## config.mk

```make
export PLATFORM = sky130hd
export DESIGN_NAME = uart_cmd_frame_tx
export DESIGN_NICKNAME = d
export VERILOG_FILES = /design/src/rtl/uart_cmd_frame_tx_pkg.sv /design/src/rtl/uart_cmd_byte_mux.sv /design/src/rtl/uart_cmd_frame_tx.sv
export SDC_FILE = /design/constraint.sdc
export NUM_CORES = 1
export LEC_CHECK = 0
export ABC_AREA = 1
export ABC_CLOCK_PERIOD_IN_PS = 3560
export BUFFER_PORTS_ARGS = -buffer_cell sky130_fd_sc_hd__buf_2
export CORE_ASPECT_RATIO = 1.75
export CORE_MARGIN = 2
export CORE_UTILIZATION = 65
export DETAILED_ROUTE_END_ITERATION = 8
export PLACE_DENSITY = 0.87
export SLEW_MARGIN = 10
export SYNTH_ARGS = -nofsm -noshare
export SYNTH_HDL_FRONTEND = slang
export SYNTH_SLANG_ARGS = --single-unit
```

## constraint.sdc

```tcl
create_clock -name clk_i -period 3.56 [get_ports clk_i]
set_clock_uncertainty 0.05 [all_clocks]
set_input_delay 0.712 -clock clk_i [delete_from_list [all_inputs] [get_ports clk_i]]
set_output_delay 0.712 -clock clk_i [all_outputs]
set_load 0.1 [all_outputs]
```

## src/rtl/uart_cmd_frame_tx_pkg.sv

```systemverilog
// Shared constants and types for the diff_freq_serial_out command-frame initiator:
// command codes, request encodings, frame lengths and the DATA control-byte layout.
package uart_cmd_frame_tx_pkg;

   localparam logic [7:0] CmdFreqDefault   = 8'hA1;
   localparam logic [7:0] CmdPeriodDefault = 8'hA2;
   localparam logic [7:0] CmdDataDefault   = 8'hA3;

   typedef enum logic [1:0] {
      ReqFreq    = 2'd0,
      ReqPeriod  = 2'd1,
      ReqData    = 2'd2,
      ReqIllegal = 2'd3
   } req_type_e;

   localparam int unsigned FreqLen   = 5;
   localparam int unsigned PeriodLen = 3;
   localparam int unsigned DataLen   = 6;

   // Control byte: channel [7:4], reserved [3], mode [2], tag [1:0]
   localparam logic [1:0] CtrlTag = 2'b01;

   typedef enum logic [2:0] {
      StIdle,
      StStart,
      StWaitDone,
      StGap,
      StDone
   } state_e;

   typedef struct packed {
      logic [1:0]  req_type;
      logic [31:0] pattern;
      logic [7:0]  slow;
      logic [7:0]  fast;
      logic [3:0]  channel;
      logic        mode;
   } frame_t;

   function automatic logic [2:0] last_idx(logic [1:0] req_type);
      logic [2:0] idx;
      unique case (req_type)
         ReqFreq:   idx = 3'(FreqLen - 1);
         ReqPeriod: idx = 3'(PeriodLen - 1);
         ReqData:   idx = 3'(DataLen - 1);
         default:   idx = 3'd0;
      endcase
      return idx;
   endfunction

   function automatic logic [7:0] ctrl_byte(logic [3:0] channel, logic mode);
      return {channel, 1'b0, mode, CtrlTag};
   endfunction

endpackage

```

## src/rtl/uart_cmd_byte_mux.sv

```systemverilog
// Combinational byte selector: maps request fields, type and byte index to the byte
// that belongs at that position of the command frame.
module uart_cmd_byte_mux
   import uart_cmd_frame_tx_pkg::*;
#(
   parameter logic [7:0] CMD_FREQ   = CmdFreqDefault,
   parameter logic [7:0] CMD_PERIOD = CmdPeriodDefault,
   parameter logic [7:0] CMD_DATA   = CmdDataDefault
) (
   input  logic [1:0]  req_type_i,
   input  logic [31:0] pattern_i,
   input  logic [7:0]  slow_i,
   input  logic [7:0]  fast_i,
   input  logic [3:0]  channel_i,
   input  logic        mode_i,
   input  logic [2:0]  byte_idx_i,
   output logic [7:0]  tx_data_o
);

   logic [7:0] pat_byte;

   always_comb begin
      pat_byte = 8'h00;
      unique case (byte_idx_i)
         3'd1:    pat_byte = pattern_i[7:0];
         3'd2:    pat_byte = pattern_i[15:8];
         3'd3:    pat_byte = pattern_i[23:16];
         3'd4:    pat_byte = pattern_i[31:24];
         default: pat_byte = 8'h00;
      endcase
   end

   always_comb begin
      tx_data_o = 8'h00;
      unique case (req_type_i)
         ReqFreq: begin
            tx_data_o = (byte_idx_i == 3'd0) ? CMD_FREQ : pat_byte;
         end
         ReqPeriod: begin
            unique case (byte_idx_i)
               3'd0:    tx_data_o = CMD_PERIOD;
               3'd1:    tx_data_o = slow_i;
               3'd2:    tx_data_o = fast_i;
               default: tx_data_o = 8'h00;
            endcase
         end
         ReqData: begin
            if (byte_idx_i == 3'd0) begin
               tx_data_o = CMD_DATA;
            end else if (byte_idx_i == 3'd5) begin
               tx_data_o = ctrl_byte(channel_i, mode_i);
            end else begin
               tx_data_o = pat_byte;
            end
         end
         default: tx_data_o = 8'h00;
      endcase
   end

endmodule

```

## src/rtl/uart_cmd_frame_tx.sv

```systemverilog
// Command-frame initiator: accepts one FREQ/PERIOD/DATA request and serialises it byte by
// byte through a UART transmitter, with optional inter-byte gap and per-byte timeout.
module uart_cmd_frame_tx
   import uart_cmd_frame_tx_pkg::*;
#(
   parameter logic [7:0]  CMD_FREQ       = CmdFreqDefault,
   parameter logic [7:0]  CMD_PERIOD     = CmdPeriodDefault,
   parameter logic [7:0]  CMD_DATA       = CmdDataDefault,
   parameter int unsigned GAP_CYCLES     = 0,
   parameter int unsigned TIMEOUT_CYCLES = 65535
) (
   input  logic        clk_i,
   input  logic        rst_ni,
   input  logic        req_valid_i,
   output logic        req_ready_o,
   input  logic [1:0]  req_type_i,
   input  logic [31:0] req_pattern_i,
   input  logic [7:0]  req_slow_i,
   input  logic [7:0]  req_fast_i,
   input  logic [3:0]  req_channel_i,
   input  logic        req_mode_i,
   output logic        tx_start_o,
   output logic [7:0]  tx_data_o,
   input  logic        tx_done_tick_i,
   output logic        busy_o,
   output logic        frame_done_tick_o,
   output logic        err_tick_o
);

   state_e      state_q;
   frame_t      frame_q;
   logic [2:0]  idx_q;
   logic [31:0] gap_cnt_q;
   logic [31:0] to_cnt_q;
   logic        ready_q, start_q, busy_q, done_q, err_q;
   logic [7:0]  data_q;

   logic [1:0]  sel_type;
   logic [31:0] sel_pattern;
   logic [7:0]  sel_slow, sel_fast;
   logic [3:0]  sel_channel;
   logic        sel_mode;
   logic [2:0]  sel_idx;
   logic [7:0]  mux_byte;

   // The mux always presents the byte the next START will load: byte 0 of the incoming
   // request while accepting, the following byte while waiting on the UART.
   always_comb begin
      sel_type    = frame_q.req_type;
      sel_pattern = frame_q.pattern;
      sel_slow    = frame_q.slow;
      sel_fast    = frame_q.fast;
      sel_channel = frame_q.channel;
      sel_mode    = frame_q.mode;
      sel_idx     = idx_q;
      if (state_q == StIdle || state_q == StDone) begin
         sel_type    = req_type_i;
         sel_pattern = req_pattern_i;
         sel_slow    = req_slow_i;
         sel_fast    = req_fast_i;
         sel_channel = req_channel_i;
         sel_mode    = req_mode_i;
         sel_idx     = 3'd0;
      end else if (state_q == StWaitDone) begin
         sel_idx = idx_q + 3'd1;
      end
   end

   uart_cmd_byte_mux #(
      .CMD_FREQ   (CMD_FREQ),
      .CMD_PERIOD (CMD_PERIOD),
      .CMD_DATA   (CMD_DATA)
   ) u_byte_mux (
      .req_type_i (sel_type),
      .pattern_i  (sel_pattern),
      .slow_i     (sel_slow),
      .fast_i     (sel_fast),
      .channel_i  (sel_channel),
      .mode_i     (sel_mode),
      .byte_idx_i (sel_idx),
      .tx_data_o  (mux_byte)
   );

   always_ff @(posedge clk_i) begin
      if (!rst_ni) begin
         state_q   <= StIdle;
         frame_q   <= '0;
         idx_q     <= 3'd0;
         gap_cnt_q <= '0;
         to_cnt_q  <= '0;
         ready_q   <= 1'b1;
         start_q   <= 1'b0;
         data_q    <= 8'h00;
         busy_q    <= 1'b0;
         done_q    <= 1'b0;
         err_q     <= 1'b0;
      end else begin
         start_q <= 1'b0;
         done_q  <= 1'b0;
         err_q   <= 1'b0;
         unique case (state_q)
            StIdle, StDone: begin
               state_q <= StIdle;
               ready_q <= 1'b1;
               busy_q  <= 1'b0;
               idx_q   <= 3'd0;
               if (req_valid_i) begin
                  frame_q.req_type <= req_type_i;
                  frame_q.pattern  <= req_pattern_i;
                  frame_q.slow     <= req_slow_i;
                  frame_q.fast     <= req_fast_i;
                  frame_q.channel  <= req_channel_i;
                  frame_q.mode     <= req_mode_i;
                  if (req_type_i == ReqIllegal) begin
                     err_q <= 1'b1;
                  end else begin
                     state_q <= StStart;
                     start_q <= 1'b1;
                     data_q  <= mux_byte;
                     ready_q <= 1'b0;
                     busy_q  <= 1'b1;
                  end
               end
            end
            StStart: begin
               state_q  <= StWaitDone;
               to_cnt_q <= 32'd1;
            end
            StWaitDone: begin
               to_cnt_q <= to_cnt_q + 32'd1;
               if (tx_done_tick_i) begin
                  if (idx_q == last_idx(frame_q.req_type)) begin
                     state_q <= StDone;
                     done_q  <= 1'b1;
                     ready_q <= 1'b1;
                  end else begin
                     idx_q <= idx_q + 3'd1;
                     if (GAP_CYCLES > 0) begin
                        state_q   <= StGap;
                        gap_cnt_q <= '0;
                     end else begin
                        state_q <= StStart;
                        start_q <= 1'b1;
                        data_q  <= mux_byte;
                     end
                  end
               end else if (TIMEOUT_CYCLES != 0 && (to_cnt_q + 32'd1) >= TIMEOUT_CYCLES) begin
                  state_q <= StIdle;
                  err_q   <= 1'b1;
                  ready_q <= 1'b1;
                  busy_q  <= 1'b0;
                  idx_q   <= 3'd0;
               end
            end
            StGap: begin
               gap_cnt_q <= gap_cnt_q + 32'd1;
               if (gap_cnt_q == GAP_CYCLES - 1) begin
                  state_q <= StStart;
                  start_q <= 1'b1;
                  data_q  <= mux_byte;
               end
            end
            default: state_q <= StIdle;
         endcase
      end
   end

   assign req_ready_o       = ready_q;
   assign tx_start_o        = start_q;
   assign tx_data_o         = data_q;
   assign busy_o            = busy_q;
   assign frame_done_tick_o = done_q;
   assign err_tick_o        = err_q;

endmodule

```

* After elaboration in Yosys (flattened, before gate mapping)
Cells that the tools add are included.
** Storage, ports and cells
- Bits in registers :: 138
- Bits in latches :: 0
- Memory bits (writable) :: 0
- Memory bits (read-only) :: 0
- Input port bits :: 59
- Output and inout bits :: 13
- Word-level logic and storage cells :: 117
- Memories :: 0
** Operators by class
- Add/subtract/negate cells :: 3
- Multipliers :: 0
- Div/mod/pow operators :: 0
- $lt $le $gt $ge :: 1
- Eq/ne operators :: 26
- Shift-type cells :: 0
- Muxes and demuxes :: 55
- Bitwise gates (word level) :: 0
- Reductions and logical operators :: 16
** Operator list (count)
- $mux 8 :: 10
- $pmux 8 s3 :: 3
- $add 32x1->32 const B :: 2
- $pmux 32 s2 :: 1
- $mux 3 :: 11
- $eq 32x32->1 const B :: 1
- $ge 32x16->1 const B :: 1
- $mux 32 :: 1
- $pmux 8 s4 :: 1
- $mux 1 :: 19
- $eq 3x2->1 const B :: 4
- $ne 2x2->1 const B :: 6
- $pmux 3 s4 :: 1
- $reduce_and 3->1 :: 4
- $eq 3x3->1 const B :: 3
- $pmux 3 s3 :: 1
- $eq 2x2->1 const B :: 3
- $eq 3x1->1 const B :: 2
- $logic_not 3->1 :: 2
- $ne 3x2->1 const B :: 2
- $pmux 1 s2 :: 3
- $pmux 3 s2 :: 1
- $reduce_and 6->1 :: 1
- $eq 2x1->1 const B :: 2
- 13 further kinds :: 16

* Depth between registers and ports, before layout
Gate-level depths: netlist of run 1.
- Depth after elaboration :: 11
- Depth in mapped cells :: 16
- Gate-level depth less buffers :: 16

* By module
From an unflattened synthesis of run 1, not the netlist that was laid out.
** Unflattened totals
- Cells, all modules :: 1231
- Area, all modules :: 7739.9 um2
** By module, submodules not included
- uart_cmd_frame_tx :: times used 1, cells each 1111, area each 7146.9 um2, sequential area each 2762.6 um2
- uart_cmd_byte_mux :: times used 1, cells each 120, area each 593.1 um2, sequential area each 0.0 um2

* Worst setup path after synthesis of run 1
OpenSTA, ideal clock, no wires.
- Path kind :: register to register
- Start point :: register to_cnt_q[1]
- End point :: register idx_q[0]
- Setup time :: 0.115 ns
- Arrival :: 1.881 ns
- Data required time :: 3.395 ns
- Slack :: 1.514 ns
- Cell stages (with the launch flop) :: 15
- Path buffers :: 0
- Period minus slack after synthesis :: 2.046 ns
- Path through :: dfxtp_1 > ha_1 > nand2_1 > nor2_2 > nand2_2 > nor2_2 > nand3_1 > nand2_1 > nand2_1 > nor2_1 > nand2_1 > nor2_2 > nand4_4 > a21oi_1 > nor2_1
** Between the ends
- Word-level cells in the longest chain between the ends :: 4
** Ends and longest elaborated chain
- from (decl) :: RTL line uart_cmd_frame_tx.sv:34 : logic [31:0] to_cnt_q;
- from (signal assigned) :: RTL line uart_cmd_frame_tx.sv:130 : to_cnt_q <= to_cnt_q + 32'd1;
- $add 32x1->32 :: RTL line uart_cmd_frame_tx.sv:147 : end else if (TIMEOUT_CYCLES != 0 && (to_cnt_q + 32'd1) >= TIMEOUT_CYCLES) begin
- $ge 32x16->1 :: RTL line uart_cmd_frame_tx.sv:147
- $ne 3x2->1 (no source line)
- $reduce_and 3->1 (no source line)
- to (signal assigned) :: RTL line uart_cmd_frame_tx.sv:137 : idx_q <= idx_q + 3'd1;
- to (decl) :: RTL line uart_cmd_frame_tx.sv:32 : logic [2:0] idx_q;
No other way between the ends.
A chain may end at the register's enable or synchronous reset.

* Worst setup path in the final report of run 1
- Start point :: register to_cnt_q[1]
- End point :: register idx_q[2]
The elaborated chain is that of the path after synthesis.

==> summary.txt, run 1 <==
Cells and area
  – NumNets Final: 1370
  – Layout cell share with drive strength beyond 1: 0.124
  – Fill count: 1008
  – Layout Utilization: 0.744
  – Syn-to-layout area delta: 12.8%
  – Multi-input logic area: 0.00443 mm^2
  – Diode count: 0
  – Sequential Area: 0.00276 mm^2
  – Most frequent cells in the layout: nand2_1 (498), dfxtp_1 (138), a21oi_1 (119), inv_1 (108), nor2_1 (98)
  – Most common cell after layout, fill and taps aside: nand2_1
  – Non-Filler Instances: 1457

Pwr
  – Max VDD drop: 0.000357 V
  – Clock share of power: 0.433
  – Switching pwr: 1.29 mW
  – Leak Pwr: 3.74 nW
  – Sequential Power Share: 0.396
  – P per Cell Area: 475 mW/mm^2
  – Gate power share: 0.171
  – Power Internal: 2.91 mW
  – Sw Share: 0.306

Worst setup path
  – Critical path data required time: 3820 ps
  – Reg2reg setup slack: 970 ps
  – CP endpoint kind: flop
  – WS Path Type: flop to flop
  – Worst EP arrival: 2850 ps
  – Crit Path Max Fanout: 9
  – Reg-to-reg critical path endpoint: idx_q[2]
  – CP Launch Type: flop
  – RR Startpoint: to_cnt_q[1]
  – Reg2reg path depth: 14

Floorplanning
  – Die area: 0.0130 mm^2
  – Core area: 0.0119 mm^2
  – Die height: 149 um
  – DIE WIDTH: 87.0 um
  – Starting density of the core: 0.660
  – I/O pin count: 72
  – Row cnt: 53

Route
  – Per-cell routed wire length: 15.2 um
  – Drt total wl: 22100 um
  – Post-route ant nets: 0
  – First-pass DRT Iterations: 7
  – Number of remaining DRC errors: 0
  – Vias after detailed routing: 8183
  – Iteration-0 DRC count of the detailed router: 540
  – Avg Vias per Cell: 5.62

Synthesis
  – EDFF count, synth: 0
  – Synth cell types: 46
  – Main area contributors after synthesis: dfxtp_1 (35%), nand2_1 (24%), a21oi_1 (7.6%)
  – Simple-gate share of the synthesized area: 0.409
  – Yosys top cell by area: dfxtp_1
  – Synth Area in Compound Gates: 0.130
  – Syn_area_per_cell: 6.24 um^2
  – XOR/XNOR share of the synthesized area: 0.0201
  – Netlist Area Pre-Place: 0.00783 mm^2
  – Post-synthesis mux area share: 0
  – Post-synth top area share: 0.353
  – Synth Register Bits: 138
  – Sequential area share after synthesis: 0.353
  – Main flop type after synthesis: dfxtp_1
  – Largest family of logic cells by synthesized area: simple AND/OR/NAND/NOR gates
  – Post-Synth Adder-Cell Area: 0.00639
  – Syn Nets: 1318
  – Post-synth ARST share: 0
  – Ys Warns: 0
  – Synthesized instance count: 1255

Clocking
  – Resize count post-CTS: 0
  – Clock sink count: 138
  – Clock Path Buffers: 2
  – CTS tree: built
  – Hold_buf cts: 0
  – H-Tree Depth: 4
  – CTS root buf: clkbuf_16
  – Clk slew on worst S/H paths: 60 ps
  – TritonCTS Buffers: 17
  – Skew-Pair Late Insertion Delay: 420 ps
  – Setup repair bufs after CTS: 0

Global routing
  – Total Routing Usage GR: 0.350
  – Pin count of the biggest net entering global routing: 71
  – First-pass GRT wire length: 35800 um
  – Vias in the first global route: 7793
  – Grt total ovfl: 0
  – Initial antenna violation count: 0

STA
  – Max Freq: 0.386 GHz
  – Setup violations, final: 0
  – Final hold viol count: 0
  – Max Slew Vio Count: 0
  – Worst Tran Pin Value: 1070 ps
  – Fin crit period: 2590 ps
  – Unrepaired setup endpoints after global routing: no
  – Setup_tns: 0 ps
  – Final period util: 0.728
  – Max-slew headroom: 0.287

Place
  – Placed cell count: 1425
  – Placer Congestion: 0.981
  – Number of port buffers: 71
  – Post-DP HPWL: 15800 um

Status
  – Outcome: finished clean

Hold path
  – Hold path cells: 2
  – Hold_sp: frame_q[42]
  – Hold crit path type: flop to flop
  – Worst Hold Endpoint: frame_q[42]

Job
  – Max Cap Viol: 0
## how the worst max path moves through the flow
stage	startpoint	to	cells after the start
floorplan	to_cnt_q[1]	idx_q[0]	14
global placement	state_q[1]	tx_data_o[2]	12
detailed placement	state_q[1]	tx_data_o[7]	14
CTS	state_q[1]	tx_data_o[7]	14
global route	to_cnt_q[1]	idx_q[0]	14
finish	to_cnt_q[1]	idx_q[2]	14
## layout make-up
type	instances	area share
inverter	120	0.0520
clock buffer	18	0.0486
clock inverter	14	0.0194
sequential	138	0.313
multi-input combinational	953	0.501
timing repair buffer	77	0.0467
tap	137	0.0194
## worst max-delay path, cell delays in order, from the launching register on
cell	delay [ps]
dfxtp_1	410
ha_1	240
nand2_1	80
nor2_2	210
nand2_2	110
nor2_2	220
nand3_1	100
nand2_1	70
nand2_1	60
nor2_1	130
nand2_1	80
nor2_2	250
nand4_4	200
a21oi_1	210
nor2_1	70
## power groups by stage
stage,Clock [mW],Sequential [mW],Combinational (mW)
after global placement,0,1.69,0.701
after floorplan,0,1.77,0.443
after detailed placement,0,1.70,0.710
final,1.82,1.66,0.719
after global routing,1.88,1.67,0.792
after CTS,1.82,1.66,0.716
## state kept, by name, summed over array words and instances, names as in the netlist
signal and count:
tx_data_o 8, frame_done_tick_o 1, to_cnt_q 32, req_ready_o 1, frame_q 55, idx_q 3, busy_o 1, gap_cnt_q 32
state_q 3, err_tick_o 1, tx_start_o 1
## synth_stat cells, types with 2 or more instances
cell,number
nand3_1,45
xnor2_1,9
nand2_2,6
dfxtp_1,138
nand3_4,4
and2_1,2
a221oi_1,4
inv_1,109
ha_1,4
o21ai_0,58
o211ai_1,2
buf_2,4
nand3_2,3
nand3b_1,7
nor4_1,3
o21ai_1,5
nor3_1,18
buf_1,4
nor2_4,10
or2_2,2
nor2_1,99
nor3_2,2
nand2_1,498
a21oi_1,119
inv_2,7
xor2_1,9
a211oi_1,3
nor2_2,8
clkbuf_1,34
nand4_1,21
inv_4,3
## stage by stage
stage          setup slack (ps)  area, um^2  hold WS, ps  total power [mW]
2_1_floorplan              1510        7830          375              2.21
3_3_place_gp               1070        8230          384              2.39
3_5_place_dp               1020        8230          391              2.41
4_1_cts                     994        8830          400              4.20
5_1_grt                     545        8830          419              4.34
6_report                    969        8830          400              4.20
## per-layer routing
metal / part of all wire / routed length [um] / vias up / global-route usage
met4: 0.074 / 1650 / 0 / 0.268
met5: 0 / 0 / - / 0
li1: - / - / 4110 / -
met1: 0.35 / 7760 / 3675 / 0.343
met2: 0.53 / 11700 / 294 / 0.627
met3: 0.043 / 943 / 104 / 0.0647
## cell families (layout without fill, tap and decap cells)
family / after synthesis / after routing
buffers and inverters: 164 / 229
DFF: 138 / 138
xor gates and xnor gates: 18 / 18
and+or+nand+nor: 736 / 736
adders and majority gates: 4 / 4
AOI/OAI and AO/OA: 195 / 195
Power figures use the tool's default switching activity.
==> run 2, diff against run 1 <==
--- a/config.mk
+++ b/config.mk
@@ -6,13 +6,13 @@
 export NUM_CORES = 1
 export LEC_CHECK = 0
 export ABC_AREA = 1
-export ABC_CLOCK_PERIOD_IN_PS = 3560
+export ABC_CLOCK_PERIOD_IN_PS = 2400
 export BUFFER_PORTS_ARGS = -buffer_cell sky130_fd_sc_hd__buf_2
 export CORE_ASPECT_RATIO = 1.75
 export CORE_MARGIN = 2
-export CORE_UTILIZATION = 65
+export CORE_UTILIZATION = 60
 export DETAILED_ROUTE_END_ITERATION = 8
-export PLACE_DENSITY = 0.87
+export PLACE_DENSITY = 0.81
 export SLEW_MARGIN = 10
 export SYNTH_ARGS = -nofsm -noshare
 export SYNTH_HDL_FRONTEND = slang
==> constraint.sdc (replaced) <==
create_clock -name clk_i -period 2.4 [get_ports clk_i]
set_clock_uncertainty 0.05 [all_clocks]
set_input_delay 0.48 -clock clk_i [delete_from_list [all_inputs] [get_ports clk_i]]
set_output_delay 0.48 -clock clk_i [all_outputs]
set_load 0.1 [all_outputs]
==> summary.txt, run 2 (synthesis results as in run 1) <==
STA
  – Final period util: 0.978
  – Setup violations, final: 0
  – Max Slew Vio Count: 0
  – Worst Tran Pin Value: 561 ps
  – Final hold viol count: 0
  – Max-slew headroom: 0.622
  – Setup slack after layout: 52.6 ps
  – Max Freq: 0.426 GHz
  – Fin crit period: 2350 ps

Status
  – Outcome: finished clean

Clocking
  – Skew-Pair Late Insertion Delay: 430 ps
  – H-Tree Depth: 4
  – CTS tree: built
  – TritonCTS Buffers: 17
  – Clk slew on worst S/H paths: 60 ps
  – Clock Path Buffers: 2
  – Clock sink count: 138
  – CTS root buf: clkbuf_16

Global routing
  – Total Routing Usage GR: 0.318
  – First-pass GRT wire length: 35900 um
  – Vias in the first global route: 7957
  – Grt total ovfl: 0
  – Pin count of the biggest net entering global routing: 71
  – Initial antenna violation count: 0

Route
  – Post-route ant nets: 0
  – Vias after detailed routing: 8268
  – Avg Vias per Cell: 5.47
  – Drt total wl: 22400 um
  – Number of remaining DRC errors: 0
  – Per-cell routed wire length: 14.8 um
  – First-pass DRT Iterations: 7
  – Iteration-0 DRC count of the detailed router: 501

Cells and area
  – Diode count: 0
  – Final Instance Area: 0.00920 mm^2
  – Number of flip-flops in the largest register: 55
  – Fill count: 1135
  – Syn-to-layout area delta: 17.5%
  – Multi-input logic area: 0.00453 mm^2
  – Largest Register: frame_q
  – NumNets Final: 1391
  – Largest regs: frame_q (55), gap_cnt_q (32), to_cnt_q (32)
  – Most frequent cells in the layout: nand2_1 (496), dfxtp_1 (130), a21oi_1 (117), inv_1 (107), nor2_1 (91)
  – Most common cell after layout, fill and taps aside: nand2_1
  – Sequential Area: 0.00277 mm^2
  – Layout cell share with drive strength beyond 1: 0.157

Pwr
  – P per Cell Area: 680 mW/mm^2
  – Overall Power: 6.25 mW
  – Leak Pwr: 3.90 nW
  – Max VDD drop: 0.000568 V

Worst setup path
  – Reg2reg path depth: 13
  – Setup crit end: idx_q[1]
  – Reg-to-reg critical path endpoint: idx_q[1]
  – RR Startpoint: to_cnt_q[6]
  – Reg2reg setup slack: 50 ps
  – Critical path data required time: 2680 ps
  – Worst EP arrival: 2620 ps
  – CP endpoint kind: flop
  – CP Launch Type: flop
  – Crit Path Max Fanout: 5
  – CP Launch Point: to_cnt_q[6]
  – WS Path Type: flop to flop

Place
  – Placer Congestion: 0.933
  – Post-DP HPWL: 15600 um
  – Placed Area: 0.00841 mm^2
  – Pre-CTS setup slack: 61.3 ps
  – Number of port buffers: 71

Floorplanning
  – Die height: 155 um
  – Starting density of the core: 0.608
  – I/O pin count: 72
  – Row cnt: 55
  – Die area: 0.0140 mm^2
  – Core area: 0.0129 mm^2
  – DIE WIDTH: 90.3 um

Hold path
  – Hold crit path type: input pin to flop

Job
  – Max Cap Viol: 0
run 2: through the flow:
stage          setup TNS [ps]  cells  hold slack [ps]   util
3_5_place_dp                0   1472              392  0.654
4_1_cts                     0   1504              229  0.701
6_report                    0   1512              249  0.715
2_1_floorplan               0   1255              375      -
5_1_grt                  -216   1512              263  0.715
3_3_place_gp                0   1472              384  0.654
run 2: how the worst min path moves through the flow:
stage / startpoint / to / slack, ps / cells after the start
after CTS: req_valid_i / frame_q[0] / 230 / 2
after floorplan: frame_q[35] / frame_q[35] / 370 / 2
after global routing: req_valid_i / frame_q[0] / 260 / 2
final: req_valid_i / frame_q[0] / 250 / 2
after detailed placement: frame_q[39] / frame_q[39] / 390 / 2
after global placement: frame_q[51] / frame_q[51] / 380 / 2
run 2: layout make-up:
type                       instances  area share
sequential                       138       0.302
multi-input combinational        954       0.493
clock buffer                      19      0.0493
timing repair buffer              97      0.0680
clock inverter                    13      0.0154
tap                              171      0.0233
inverter                         120      0.0499
run 2: layer usage:
layer  part of all wire  track usage
met1               0.36        0.310
met2               0.52        0.599
met3              0.041       0.0450
met4              0.076        0.239
met5                  0            0
run 2: repair_timing:
action                                  in CTS  in global routing
pin swaps                                    0                  8
endpoints found under the setup margin       4                 15
hold buffers                                 0                  0
resized for setup                            1                 30
endpoints found under the hold margin        0                  0
gates cloned                                 0                  1
buffers inserted                             0                  7
run 2: critical path, stage by stage, from the launching register on:
cell,delay [ps]
dfxtp_1,410
nand2_1,100
nor2_1,280
nand2_1,170
nor2_4,160
nand2_1,70
nand2_1,60
nand2_1,60
nor2_1,160
nand2_1,120
nor2_4,180
nand4_4,160
a21oi_2,210
nor2_1,60
run 2: report_power, final:
group / internal (mW) / leakage (nW) / switching, mW / total [mW]
logic: 0.333 / 2.49 / 0.795 / 1.13
registers: 2.40 / 1.13 / 0.0658 / 2.47
clock network: 1.59 / 0.286 / 1.07 / 2.66
==> run 3, diff against run 2 <==
--- a/config.mk
+++ b/config.mk
@@ -5,14 +5,14 @@
 export SDC_FILE = /design/constraint.sdc
 export NUM_CORES = 1
 export LEC_CHECK = 0
-export ABC_AREA = 1
 export ABC_CLOCK_PERIOD_IN_PS = 2400
 export BUFFER_PORTS_ARGS = -buffer_cell sky130_fd_sc_hd__buf_2
 export CORE_ASPECT_RATIO = 1.75
 export CORE_MARGIN = 2
-export CORE_UTILIZATION = 60
+export CORE_UTILIZATION = 40
 export DETAILED_ROUTE_END_ITERATION = 8
-export PLACE_DENSITY = 0.81
+export PLACE_DENSITY = 0.59
+export RECOVER_POWER = 50
 export SLEW_MARGIN = 10
 export SYNTH_ARGS = -nofsm -noshare
 export SYNTH_HDL_FRONTEND = slang
==> summary.txt, run 3 <==
Status
  – Outcome: finished with violations
  – Failing checks: negative setup slack

Worst setup path
  – CP Launch Point: idx_q[1]
  – Crit Path Max Fanout: 4
  – RR Startpoint: idx_q[1]
  – Crit path buf inv count: 1
  – Reg2reg path depth: 9
  – Setup crit end: tx_data_o[4]
  – CP endpoint kind: flop
  – Critical path data required time: 2680 ps
  – Reg2reg setup slack: -50 ps
  – CP max stage delay: 540 ps
  – Worst EP arrival: 2720 ps
  – CP Launch Type: flop
  – WS Path Type: flop to flop
  – CP dominant cell by count: a22o_1
  – Reg-to-reg critical path endpoint: tx_data_o[4]
  – Slowest CP cell: or4_4
  – Cells along the critical path: ha_4, a22o_1, a22oi_2, or3_4, buf_6, a21oi_1, or4_4, a211o_1, a22o_1
  – Number of stages on the worst setup path: 9
  – Crit-path leading delay family: compound AO/OA/AOI/OAI gates

Route
  – First-pass DRT Iterations: 5
  – Per-cell routed wire length: 16.2 um
  – Avg Vias per Cell: 5.41
  – Drt total wl: 23300 um
  – Post-route ant nets: 0
  – Number of remaining DRC errors: 0
  – Iteration-0 DRC count of the detailed router: 400
  – Vias after detailed routing: 7743

Synthesis
  – Syn_area_per_cell: 7.28 um^2
  – Main flop type after synthesis: dfxtp_1
  – Ys Warns: 0
  – Synthesized instance count: 1020
  – Netlist Area Pre-Place: 0.00743 mm^2
  – Post-synth top area share: 0.372
  – Synth cell types: 71
  – Yosys top cell by area: dfxtp_1
  – Sequential area share after synthesis: 0.372
  – Main area contributors after synthesis: dfxtp_1 (37%), nand2_1 (13%), a21oi_1 (8.9%)
  – Synth Register Bits: 138
  – Syn Nets: 1083
  – EDFF count, synth: 0
  – Post-synth ARST share: 0
  – Post-synth top cells: nand2_1 (256), dfxtp_1 (138), a21oi_1 (132), nor2_1 (80), clkbuf_1 (57)
  – Top-count cell post-synth: nand2_1

Global routing
  – Vias in the first global route: 7587
  – Pin count of the biggest net entering global routing: 70
  – Grt total ovfl: 0
  – Initial antenna violation count: 0
  – First-pass GRT wire length: 36900 um
  – Total Routing Usage GR: 0.239

STA
  – Fin crit period: 2450 ps
  – Unrepaired setup endpoints after global routing: yes
  – Max-slew headroom: 0.223
  – Max Slew Vio Count: 0
  – Setup_tns: -144 ps
  – Setup slack after layout: -47.1 ps
  – Max Freq: 0.409 GHz
  – Setup violations, final: 4
  – Final hold viol count: 0
  – Worst Tran Pin Value: 1170 ps
  – Final period util: 1.02

Pwr
  – Clock share of power: 0.434
  – Sequential Power Share: 0.404
  – Switching pwr: 1.81 mW
  – Sw Share: 0.301
  – Max VDD drop: 0.000389 V
  – Leak Pwr: 3.89 nW
  – Gate power share: 0.162
  – P per Cell Area: 610 mW/mm^2
  – Power Internal: 4.21 mW

Clocking
  – Clock Path Buffers: 2
  – Hold_buf cts: 0
  – Clock sink count: 138
  – Skew-Pair Late Insertion Delay: 440 ps
  – Clk slew on worst S/H paths: 60 ps
  – H-Tree Depth: 4
  – CTS tree: built
  – TritonCTS Buffers: 17
  – CTS root buf: clkbuf_16

Job
  – Max Cap Viol: 0

Floorplanning
  – Die height: 184 um
  – Starting density of the core: 0.403
  – Row cnt: 66
  – DIE WIDTH: 107 um
  – Core area: 0.0184 mm^2
  – Die area: 0.0197 mm^2
  – I/O pin count: 72

Cells and area
  – Layout cell share with drive strength beyond 1: 0.271
  – Syn-to-layout area delta: 33.0%
  – Largest regs: frame_q (55), gap_cnt_q (32), to_cnt_q (32)
  – NumNets Final: 1243
  – Number of flip-flops in the largest register: 55
  – Layout Utilization: 0.536
  – Most frequent cells in the layout: nand2_1 (252), a21oi_1 (127), dfxtp_1 (125), buf_4 (118), nor2_1 (77)
  – Largest Register: frame_q
  – Most common cell after layout, fill and taps aside: nand2_1

Place
  – Number of port buffers: 71
  – Placer Congestion: 0.930
  – Post-DP HPWL: 16600 um

Hold path
  – Hold crit path type: input pin to flop
-- run 3: cell count changes after synthesis, sizes merged, moves of 12 or more --
cell,before,now
a21oi,119,133
clkbuf,34,57
inv,119,10
mux2i,0,18
nand2,505,256
nand3,52,33
nor2,117,80
o21ai,64,39
or3,0,12
-- run 3: cell type report --
class                      instances  area [um^2]
fill                            1777         8540
tap                              238          298
inverter                          10         40.0
antenna                            1         2.50
clock buffer                      18          439
clock inverter                    14          146
timing repair buffer             215         1520
sequential                       138         2780
multi-input combinational        798         4650
-- run 3: cells by family after synthesis --
kind of cell | Yosys count | share of synthesized area
compound gates | 246 | 0.198
mux | 19 | 0.0258
fa+ha+maj | 4 | 0.00674
buf+inv | 85 | 0.0462
simple gates | 494 | 0.311
xor+xnor | 34 | 0.0401
flops | 138 | 0.372
-- run 3: worst register-to-register path: cells and delay by family (launching register included) --
family	cells	cell delay, ps
buffers and inverters	1	100
adder cells (fa/ha/maj)	1	250
AND/OR/NAND/NOR	2	730
flip-flops	1	330
AO/OA/AOI/OAI	5	890
-- run 3: worst min path at each step --
stage	from	end	slack (ps)	cells after the start
4_1_cts	req_pattern_i[8]	frame_q[29]	220	3
5_1_grt	req_channel_i[2]	frame_q[3]	240	3
3_5_place_dp	frame_q[9]	frame_q[9]	400	2
6_report	req_pattern_i[25]	frame_q[46]	230	3
3_3_place_gp	frame_q[9]	frame_q[9]	390	2
2_1_floorplan	frame_q[0]	frame_q[0]	390	2
-- run 3: power by group through the flow --
stage / clock network (mW) / logic (mW) / registers [mW]
2_1_floorplan: 0 / 0.498 / 2.56
3_3_place_gp: 0 / 0.949 / 2.48
3_5_place_dp: 0 / 0.951 / 2.48
4_1_cts: 2.68 / 0.967 / 2.43
5_1_grt: 2.77 / 1.06 / 2.44
6_report: 2.62 / 0.974 / 2.43
-- run 3: timing repair --
item	in CTS	in global routing
gates resized for setup	48	44
setup endpoints to repair	13	25
pin swaps	27	32
buffers inserted	20	7
gates cloned	0	1
-- run 3: through the flow --
step	hold slack (ps)	std cells	setup WS (ps)	power [mW]	instance area [um^2]
after floorplan	386	1020	-6.14	3.06	7450
after global placement	391	1374	-174	3.43	8770
after detailed placement	396	1374	-234	3.43	8770
after CTS	217	1426	-76.2	6.08	9720
after global routing	236	1431	-164	6.27	9870
final	233	1432	-47.1	6.02	9880
-- run 3: layer usage --
metal,global-route usage,wire [um],vias to the layer above
met3,0.0502,838,76
met1,0.237,8580,3600
met4,0.163,1360,0
li1,-,-,3885
met5,0,0,-
met2,0.437,12500,182
